[src/rtl/spi_reg_pkg.sv]
// Shared constants and FSM state type for the SPI configuration register bank.
// Latency: n/a (declarations only).
// Backpressure: n/a.
package spi_reg_pkg;

  // Register map
  localparam logic [6:0] ADDR_EN_OUT_LO = 7'h00;
  localparam logic [6:0] ADDR_EN_OUT_HI = 7'h01;
  localparam logic [6:0] ADDR_EN_PWM_LO = 7'h02;
  localparam logic [6:0] ADDR_EN_PWM_HI = 7'h03;
  localparam logic [6:0] ADDR_DUTY      = 7'h04;
  localparam logic [6:0] ADDR_MAX       = 7'h04;

  // Frame geometry; the bit counter saturates one past a full frame to flag overflow
  localparam int         FRAME_BITS = 16;
  localparam logic [4:0] CNT_FULL   = 5'(FRAME_BITS);
  localparam logic [4:0] CNT_OVF    = 5'(FRAME_BITS + 1);

  typedef enum logic [1:0] {
    IDLE,
    SHIFT,
    COMMIT
  } state_t;

endpackage

[src/rtl/input_sync.sv]
// N-flop synchronizer for one asynchronous input bit, resetting to RESET_VAL.
// Latency: STAGES clk cycles from pin to q.
// Backpressure: none; free-running sampler.
module input_sync #(
  parameter int   STAGES    = 2,
  parameter logic RESET_VAL = 1'b0
) (
  input  logic clk,
  input  logic rst_n,
  input  logic d,
  output logic q
);

  logic [STAGES-1:0] sync_q;

  // Shift the pin value down the flop chain
  always_ff @(posedge clk or negedge rst_n) begin
    if (!rst_n) sync_q <= {STAGES{RESET_VAL}};
    else        sync_q <= {sync_q[STAGES-2:0], d};
  end

  assign q = sync_q[STAGES-1];

endmodule

[src/rtl/spi_reg_bank.sv]
// SPI mode-0 write-only slave decoding 16-bit frames into five 8-bit PWM control registers.
// Latency: register update and wr_strobe 4 clk edges after ncs high is first sampled (+1 per extra sync stage).
// Backpressure: none; the controller must honour the SCLK/nCS timing limits.
module spi_reg_bank
  import spi_reg_pkg::*;
#(
  parameter int SYNC_STAGES = 2
) (
  input  logic       clk,
  input  logic       rst_n,
  input  logic       sclk,
  input  logic       copi,
  input  logic       ncs,
  output logic [7:0] en_reg_out_7_0,
  output logic [7:0] en_reg_out_15_8,
  output logic [7:0] en_reg_pwm_7_0,
  output logic [7:0] en_reg_pwm_15_8,
  output logic [7:0] pwm_duty_cycle,
  output logic       wr_strobe
);

  logic sclk_s, copi_s, ncs_s;
  logic sclk_d, copi_d, ncs_d;
  logic sclk_rise_q, ncs_rise_q, ncs_fall_q;
  logic [SYNC_STAGES-1:0] warm;
  logic ncs_armed;

  state_t      state;
  logic [15:0] shreg;
  logic [4:0]  bit_cnt;

  input_sync #(.STAGES(SYNC_STAGES), .RESET_VAL(1'b0)) u_sync_sclk (
    .clk(clk), .rst_n(rst_n), .d(sclk), .q(sclk_s));
  input_sync #(.STAGES(SYNC_STAGES), .RESET_VAL(1'b0)) u_sync_copi (
    .clk(clk), .rst_n(rst_n), .d(copi), .q(copi_s));
  input_sync #(.STAGES(SYNC_STAGES), .RESET_VAL(1'b1)) u_sync_ncs (
    .clk(clk), .rst_n(rst_n), .d(ncs), .q(ncs_s));

  // Edge detection on the synced inputs; copi is delayed to stay aligned with the sclk edge pulse
  always_ff @(posedge clk or negedge rst_n) begin
    if (!rst_n) begin
      sclk_d      <= 1'b0;
      copi_d      <= 1'b0;
      ncs_d       <= 1'b1;
      sclk_rise_q <= 1'b0;
      ncs_rise_q  <= 1'b0;
      ncs_fall_q  <= 1'b0;
    end else begin
      sclk_d      <= sclk_s;
      copi_d      <= copi_s;
      ncs_d       <= ncs_s;
      sclk_rise_q <= sclk_s & ~sclk_d;
      ncs_rise_q  <= ncs_s & ~ncs_d;
      ncs_fall_q  <= ~ncs_s & ncs_d;
    end
  end

  // After reset the synchronizer holds its reset value, not a real pin sample; only arm frame
  // detection once a genuine high nCS has been seen, so an already-low nCS cannot start a frame
  always_ff @(posedge clk or negedge rst_n) begin
    if (!rst_n) begin
      warm      <= '0;
      ncs_armed <= 1'b0;
    end else begin
      warm      <= {warm[SYNC_STAGES-2:0], 1'b1};
      ncs_armed <= ncs_armed | (warm[SYNC_STAGES-1] & ncs_s);
    end
  end

  // Frame FSM: collect bits while selected, commit a qualified write after deselect
  always_ff @(posedge clk or negedge rst_n) begin
    if (!rst_n) begin
      state           <= IDLE;
      shreg           <= '0;
      bit_cnt         <= '0;
      wr_strobe       <= 1'b0;
      en_reg_out_7_0  <= '0;
      en_reg_out_15_8 <= '0;
      en_reg_pwm_7_0  <= '0;
      en_reg_pwm_15_8 <= '0;
      pwm_duty_cycle  <= '0;
    end else begin
      wr_strobe <= 1'b0;
      unique case (state)
        IDLE: begin
          if (ncs_fall_q && ncs_armed) begin
            shreg   <= '0;
            bit_cnt <= '0;
            state   <= SHIFT;
          end
        end
        SHIFT: begin
          // Deselect wins over a coincident sclk edge
          if (ncs_rise_q) begin
            state <= COMMIT;
          end else if (sclk_rise_q) begin
            shreg <= {shreg[14:0], copi_d};
            if (bit_cnt != CNT_OVF) bit_cnt <= bit_cnt + 5'd1;
          end
        end
        COMMIT: begin
          if (bit_cnt == CNT_FULL && shreg[15] && shreg[14:8] <= ADDR_MAX) begin
            wr_strobe <= 1'b1;
            case (shreg[14:8])
              ADDR_EN_OUT_LO: en_reg_out_7_0  <= shreg[7:0];
              ADDR_EN_OUT_HI: en_reg_out_15_8 <= shreg[7:0];
              ADDR_EN_PWM_LO: en_reg_pwm_7_0  <= shreg[7:0];
              ADDR_EN_PWM_HI: en_reg_pwm_15_8 <= shreg[7:0];
              ADDR_DUTY:      pwm_duty_cycle  <= shreg[7:0];
              default: ;
            endcase
          end
          state <= IDLE;
        end
        default: state <= IDLE;
      endcase
    end
  end

endmodule

[config.mk]
export PLATFORM = sky130hd
export DESIGN_NAME = spi_reg_bank
export DESIGN_NICKNAME = d
export VERILOG_FILES = /design/src/rtl/spi_reg_pkg.sv /design/src/rtl/input_sync.sv /design/src/rtl/spi_reg_bank.sv
export SDC_FILE = /design/constraint.sdc
export NUM_CORES = 1
export LEC_CHECK = 0
export ABC_CLOCK_PERIOD_IN_PS = 2100
export BUFFER_PORTS_ARGS = -buffer_cell sky130_fd_sc_hd__buf_2
export CAP_MARGIN = 20
export CORE_MARGIN = 5
export CORE_UTILIZATION = 45
export CTS_CLUSTER_DIAMETER = 120
export CTS_CLUSTER_SIZE = 16
export DETAILED_ROUTE_END_ITERATION = 12
export GPL_TIMING_DRIVEN = 0
export PLACE_DENSITY = 0.66
export SLEW_MARGIN = 40
export SYNTH_ARGS = -nofsm -noshare
export SYNTH_HDL_FRONTEND = slang
export SYNTH_SLANG_ARGS = --single-unit
[constraint.sdc]
create_clock -name clk -period 2.1 [get_ports clk]
set_input_delay 0.21 -clock clk [delete_from_list [all_inputs] [get_ports clk]]
set_output_delay 0.21 -clock clk [all_outputs]
set_load 0.01 [all_outputs]
==> impl_results.md, run 1 <==
* Clock latency on the worst-skew pair at between 0.3 and 0.4 ns
* Count leader, synth: dfrtp_1
* Die area at 8600 µm²
* Final core utilization at 0.548
* RSZ-0062 raised after global routing: false
* Number of cell rows at 30
* # DRC at 0
* Multi-input gate area at between 1000 and 1500 µm²
* Static leakage at 1.93 nW
* Worst r2r src: bit_cnt[0]
* Endpoints failing setup at 0
* WP data arrival at roughly 2.2 ns
* GRT overflow at 0
* # nets final at approximately 270
* First-pass GRT wire length at between 9 and 10 mm
* Cell Area, Synth at roughly 3100 µm²
* CTS resizes at 0
* # fillers at roughly 560
* CTS Buf Count at 9
* Clock Pin Slew Worst Setup and Hold Paths at roughly 0.09 ns
* Diode count at 0
* # IOs at 46
* Clk sinks at between 70 and 80
* Antenna violations before repair at 0
* Fin crit share at 0.920
* Sequential area share after synthesis at 0.643
* Hpwl dp at approximately 3.8 mm
* Fraction of layout cells with a size suffix above 1 at 0.433
* Most used DFF post-synth: dfrtp_1
* Post-synth top area share at 0.617
* CTS HTree Levels at 3
* EDFF count, synth at 0
* Drt wl/cell at about 16 µm
* Register bit total from synthesis at 79
* Fmax at about 520 MHz
* Max VDD drop at 456 µV
* Post-route minimum period at about 1.9 ns
* Iteration-0 DRC count of the detailed router at 91
* Chip Height at ~93 µm
* Core area at approximately 6700 µm²
* Synth top area cells: dfrtp_1, mux2_2, a22o_1, dfstp_2, nand4_2
* Power Density at roughly 800 nW/µm²
* Syn avg cell area at 15.3 µm²
* CTS tree: built
* Relative slew slack at 0.647
* Yosys cell types at 38
* Vias in the first global route at 1916
* Total GRT Usage at 0.147
* Post-synth ARST share at 1.00
* Critical path peak fanout at 8
* Pin count of the biggest net entering global routing at 46
* Routability congestion estimate from global placement at approximately 0.79
* Via count at about 1900
* Hold Buf Count CTS at 4
* Initial Util at 0.459
* Syn Inst Count at around 200
* Post-DRT Antenna Nets at 0
* Syn. warnings at 0
* Max Cap Viol at 0
* Synth cell count leaders: dfrtp_1, mux2_2, a22o_1
* Final Slew Violations at 0
* Root Buffer: clkbuf_8
* Worst Setup Path Type: reg2reg
* Type of origin of the critical path: flip-flop
* Vias per cell at 5.48
* Fin. Hold Viols at 0
* Status: finished clean
* Clock Skew at ~0.012 ns
* Setup bufs post-CTS at 0
* Hold Path Class: in2async
* Clock buffer depth at 2
* Critical path endpoint category: flip-flop
* Routed wire length at between 5 and 6 mm
* Area leader, netlist: dfrtp_1
* Req. time, crit path at roughly 2.3 ns
* P&R area growth vs syn at 19.4%
* Worst slew pin tran at roughly 0.53 ns
* DRT Pass-1 Iters at 4
* Syn nets at 210
* Setup TNS at 0 ns
* Die Wd at 92.8 µm
* Flip-flop and latch area at 1980 µm²
* Worst Setup SP: bit_cnt[0]
* Port Buffers at 45
-- path summary, 6_finish.rpt --
| check | to | slack, ns | cells after the start |
|---|---|---|---|
| min in group clk | u_sync_sclk.sync_q[1] | 0.35 | 0 |
| min reg2reg | u_sync_sclk.sync_q[1] | 0.35 | 0 |
| max reg2reg | en_reg_out_15_8[0] | 0.17 | 6 |
| max in group asynchronous | ncs_d | 1.19 | 3 |
| max | en_reg_out_15_8[0] | 0.17 | 6 |
| min | en_reg_pwm_7_0[4] | 0.33 | 2 |
-- layout by cell type, fill, tap and decap left out, types with 2 or more instances in the layout --
cell type       n
a2111o_1        2
a21oi_1         2
a22o_1         16
and4bb_1        2
buf_2          48
clkbuf_1        3
clkbuf_8       10
clkinv_4        2
dfrtp_1        76
dfstp_2         3
dlygate4sd3_1   4
ha_1            3
inv_1           4
mux2_2         40
nand2_1         4
nand3b_1        3
nand4_1         2
nand4_2         5
nand4b_1        3
nand4bb_1       2
nor2_1          2
nor2b_1         3
nor3b_2         2
nor4b_1         3
o21ai_0         4
-- metal layers --
metal	vias up	part of all wire	track usage
li1	875	-	-
met1	978	0.47	0.203
met2	44	0.46	0.216
met3	9	0.041	0.0325
met4	0	0.024	0.0769
met5	-	0	0
-- sequential cells by signal, indices dropped and copies added (netlist names) --
register,cells
warm,2
en_reg_pwm_15_8,8
ncs_rise_q,1
pwm_duty_cycle,8
sclk_rise_q,1
sclk_d,1
ncs_fall_q,1
en_reg_out_7_0,8
en_reg_pwm_7_0,8
shreg,16
u_sync_copi.sync_q,2
wr_strobe,1
u_sync_sclk.sync_q,2
bit_cnt,5
u_sync_ncs.sync_q,2
copi_d,1
en_reg_out_15_8,8
ncs_d,1
ncs_armed,1
state,2
-- where the power goes --
| part | leakage (nW) | internal (mW) | switching, mW |
|---|---|---|---|
| Combinational | 0.771 | 0.0776 | 0.112 |
| Sequential | 1.06 | 1.57 | 0.0547 |
| Clock | 0.0968 | 0.587 | 0.529 |
-- cells by family (layout without fill, tap and decap cells) --
group	Yosys count	in the layout	synth area share
adders and majority gates	3	3	0.0122
muxes	40	40	0.146
AOI/OAI and AO/OA	30	30	0.0784
other	1	1	0.00122
DFF	79	79	0.643
and+or+nand+nor	39	39	0.106
buffers and inverters	10	76	0.0138
-- per-stage QoR --
step	hold WS [ns]	power (mW)	area, µm²	setup slack, ns	cells
finish	0.331	2.93	3680	0.167	348
global route	0.344	3.08	3680	0.0628	348
CTS	0.322	2.97	3680	0.139	348
detailed placement	0.127	1.84	3440	0.142	328
global placement	0.318	1.83	3410	0.169	327
floorplan	-0.0856	1.76	3080	0.482	202
-- area by class of cell --
cell class	count	area share
plain buffers	6	0.00748
clock buffers	12	0.0394
clock inverters	4	0.0150
inverters	4	0.00408
multi-input cells	113	0.288
flip-flops and latches	79	0.538
well taps	80	0.0272
repair buffers	50	0.0812
-- worst max-delay path, stage by stage, from the launching register on --
cell and delay (ns):
dfrtp_1 0.44, inv_1 0.10, ha_1 0.13, and4bb_2 0.21
buf_2 0.19, nand4_2 0.34, mux2_2 0.40
(Power assumes the default switching activity.)
==> inputs of run 2 (changes only) <==
--- a/config.mk
+++ b/config.mk
@@ -15,6 +15,7 @@
 export DETAILED_ROUTE_END_ITERATION = 12
 export GPL_TIMING_DRIVEN = 0
 export PLACE_DENSITY = 0.66
+export RECOVER_POWER = 25
 export SLEW_MARGIN = 40
 export SYNTH_ARGS = -nofsm -noshare
 export SYNTH_HDL_FRONTEND = slang
==> impl_results.md, run 2 (same netlist as run 1, synthesis figures left out) <==
* Pin count of the biggest net entering global routing at 46
* Critical path peak fanout at 8
* Worst slew pin tran at roughly 0.93 ns
* CTS tree: built
* Vias per cell at ~5.5
* GRT overflow at 0
* Initial Util at 0.459
* Fin crit share at 0.920
* Vias in the first global route at ~1900
* Number of cell rows at 30
* CTS HTree Levels at 3
* Hold Buf Count CTS at 4
* Diode count at 0
* Clk sinks at 79
* Iteration-0 DRC count of the detailed router at 91
* Endpoints failing setup at 0
* # DRC at 0
* CTS resizes at 0
* Max VDD drop at around 460 µV
* Req. time, crit path at 2.32 ns
* Port Buffers at between 40 and 50
* Die Wd at about 90 µm
* Setup TNS at 0 ns
* Largest Register: shreg
* Pint at around 2.2 mW
* Setup bufs post-CTS at 0
* Die area at about 8600 µm²
* Fraction of layout cells with a size suffix above 1 at 0.429
* Clock latency on the worst-skew pair at 0.34 ns
* Post-route minimum period at between 1.5 and 2 ns
* # nets final at about 270
* First-pass GRT wire length at 9.73 mm
* Max Cap Viol at 0
* Switching Share at 0.237
* Type of origin of the critical path: flip-flop
* Flip-flop and latch area at ~2000 µm²
* Most common cell after layout, fill and taps aside: dfrtp_1
* Root Buffer: clkbuf_8
* Multi-input gate area at 1060 µm²
* Seq pwr share at 0.555
* Fin. Hold Viols at 0
* Via count at approximately 1900
* Hold Path Class: reg2reg
* Total power at slightly below 3 mW
* Clock buffer depth at 2
* Routability congestion estimate from global placement at between 0.7 and 0.8
* Final Slew Violations at 0
* Critical path endpoint category: flip-flop
* Total GRT Usage at 0.147
* Drt wl/cell at roughly 16 µm
* CTS Buf Count at 9
* Antenna violations before repair at 0
* Relative slew slack at 0.380
* DRT Pass-1 Iters at 4
* WP data arrival at 2.15 ns
* Most frequent cells in the layout: dfrtp_1, buf_2, mux2_2, a22o_1, clkbuf_8
* P&R area growth vs syn at 19.2%
* Static leakage at just under 2 nW
* Routed wire length at between 5 and 6 mm
* Post-DRT Antenna Nets at 0
* Worst Setup Path Type: reg2reg
* Max reg flops at 16
* Sw Pwr at around 690 µW
* Core area at between 6000 and 7000 µm²
* Power Density at 797 nW/µm²
* Clock Skew at 0.0124 ns
* Clock Pin Slew Worst Setup and Hold Paths at about 0.08 ns
* Hpwl dp at about 3.8 mm
* Clock power frac at 0.381
* RSZ-0062 raised after global routing: false
* Chip Height at slightly above 90 µm
* Status: finished clean
* Fmax at slightly above 500 MHz
* # IOs at 46
* # fillers at 560
* Combinational Power Share at 0.064
-- run 2: area by class of cell --
| class | count | share of cell area |
|---|---|---|
| Timing Repair Buffer | 50 | 0.0797 |
| Sequential cell | 79 | 0.539 |
| Clock buffer | 12 | 0.0395 |
| Tap cell | 80 | 0.0272 |
| Inverter | 4 | 0.00409 |
| Clock inverter | 4 | 0.0150 |
| Multi-Input combinational cell | 113 | 0.288 |
| Buffer | 6 | 0.00749 |
-- run 2: power by group through the flow --
stage                     registers, mW  clock network [mW]  logic [mW]
after global placement             1.65                   0       0.177
after CTS                          1.62                1.15       0.195
final                              1.62                1.12       0.188
after floorplan                    1.64                   0       0.119
after detailed placement           1.65                   0       0.188
after global routing               1.63                1.23       0.217
-- run 2: layer usage --
metal | routed length [µm] | track usage
met4 | 135 | 0.0769
met3 | 223 | 0.0325
met1 | 2710 | 0.203
met2 | 2650 | 0.216
met5 | 0 | 0
-- run 2: worst max-delay path, stage by stage (launching register included) --
cell and delay [ns]:
dfrtp_1 0.44, inv_1 0.10, ha_1 0.13, and4bb_2 0.21, buf_2 0.19, nand4_2 0.34, mux2_2 0.40
-- run 2: path summary, 6_finish.rpt --
path | cells past startpoint | to | slack, ns | startpoint
hold reg to reg | 0 | u_sync_sclk.sync_q[1] | 0.35 | u_sync_sclk.sync_q[0]
max in group asynchronous | 3 | ncs_d | 0.78 | rst_n
setup / recovery | 6 | en_reg_out_15_8[0] | 0.17 | bit_cnt[0]
min in group asynchronous | 2 | en_reg_pwm_7_0[4] | 0.55 | rst_n
setup reg to reg | 6 | en_reg_out_15_8[0] | 0.17 | bit_cnt[0]
hold / removal | 0 | u_sync_sclk.sync_q[1] | 0.35 | u_sync_sclk.sync_q[0]
-- run 2: stage by stage --
step / hold slack [ns] / cell area [µm²] / setup WS (ns) / utilization / instances
2_1_floorplan: -0.0856 / 3080 / 0.482 / - / 202
3_3_place_gp: 0.318 / 3410 / 0.169 / 0.507 / 327
3_5_place_dp: 0.127 / 3440 / 0.142 / 0.512 / 328
4_1_cts: 0.322 / 3680 / 0.139 / 0.548 / 348
5_1_grt: 0.373 / 3670 / 0.0628 / 0.547 / 348
6_report: 0.353 / 3670 / 0.168 / 0.547 / 348
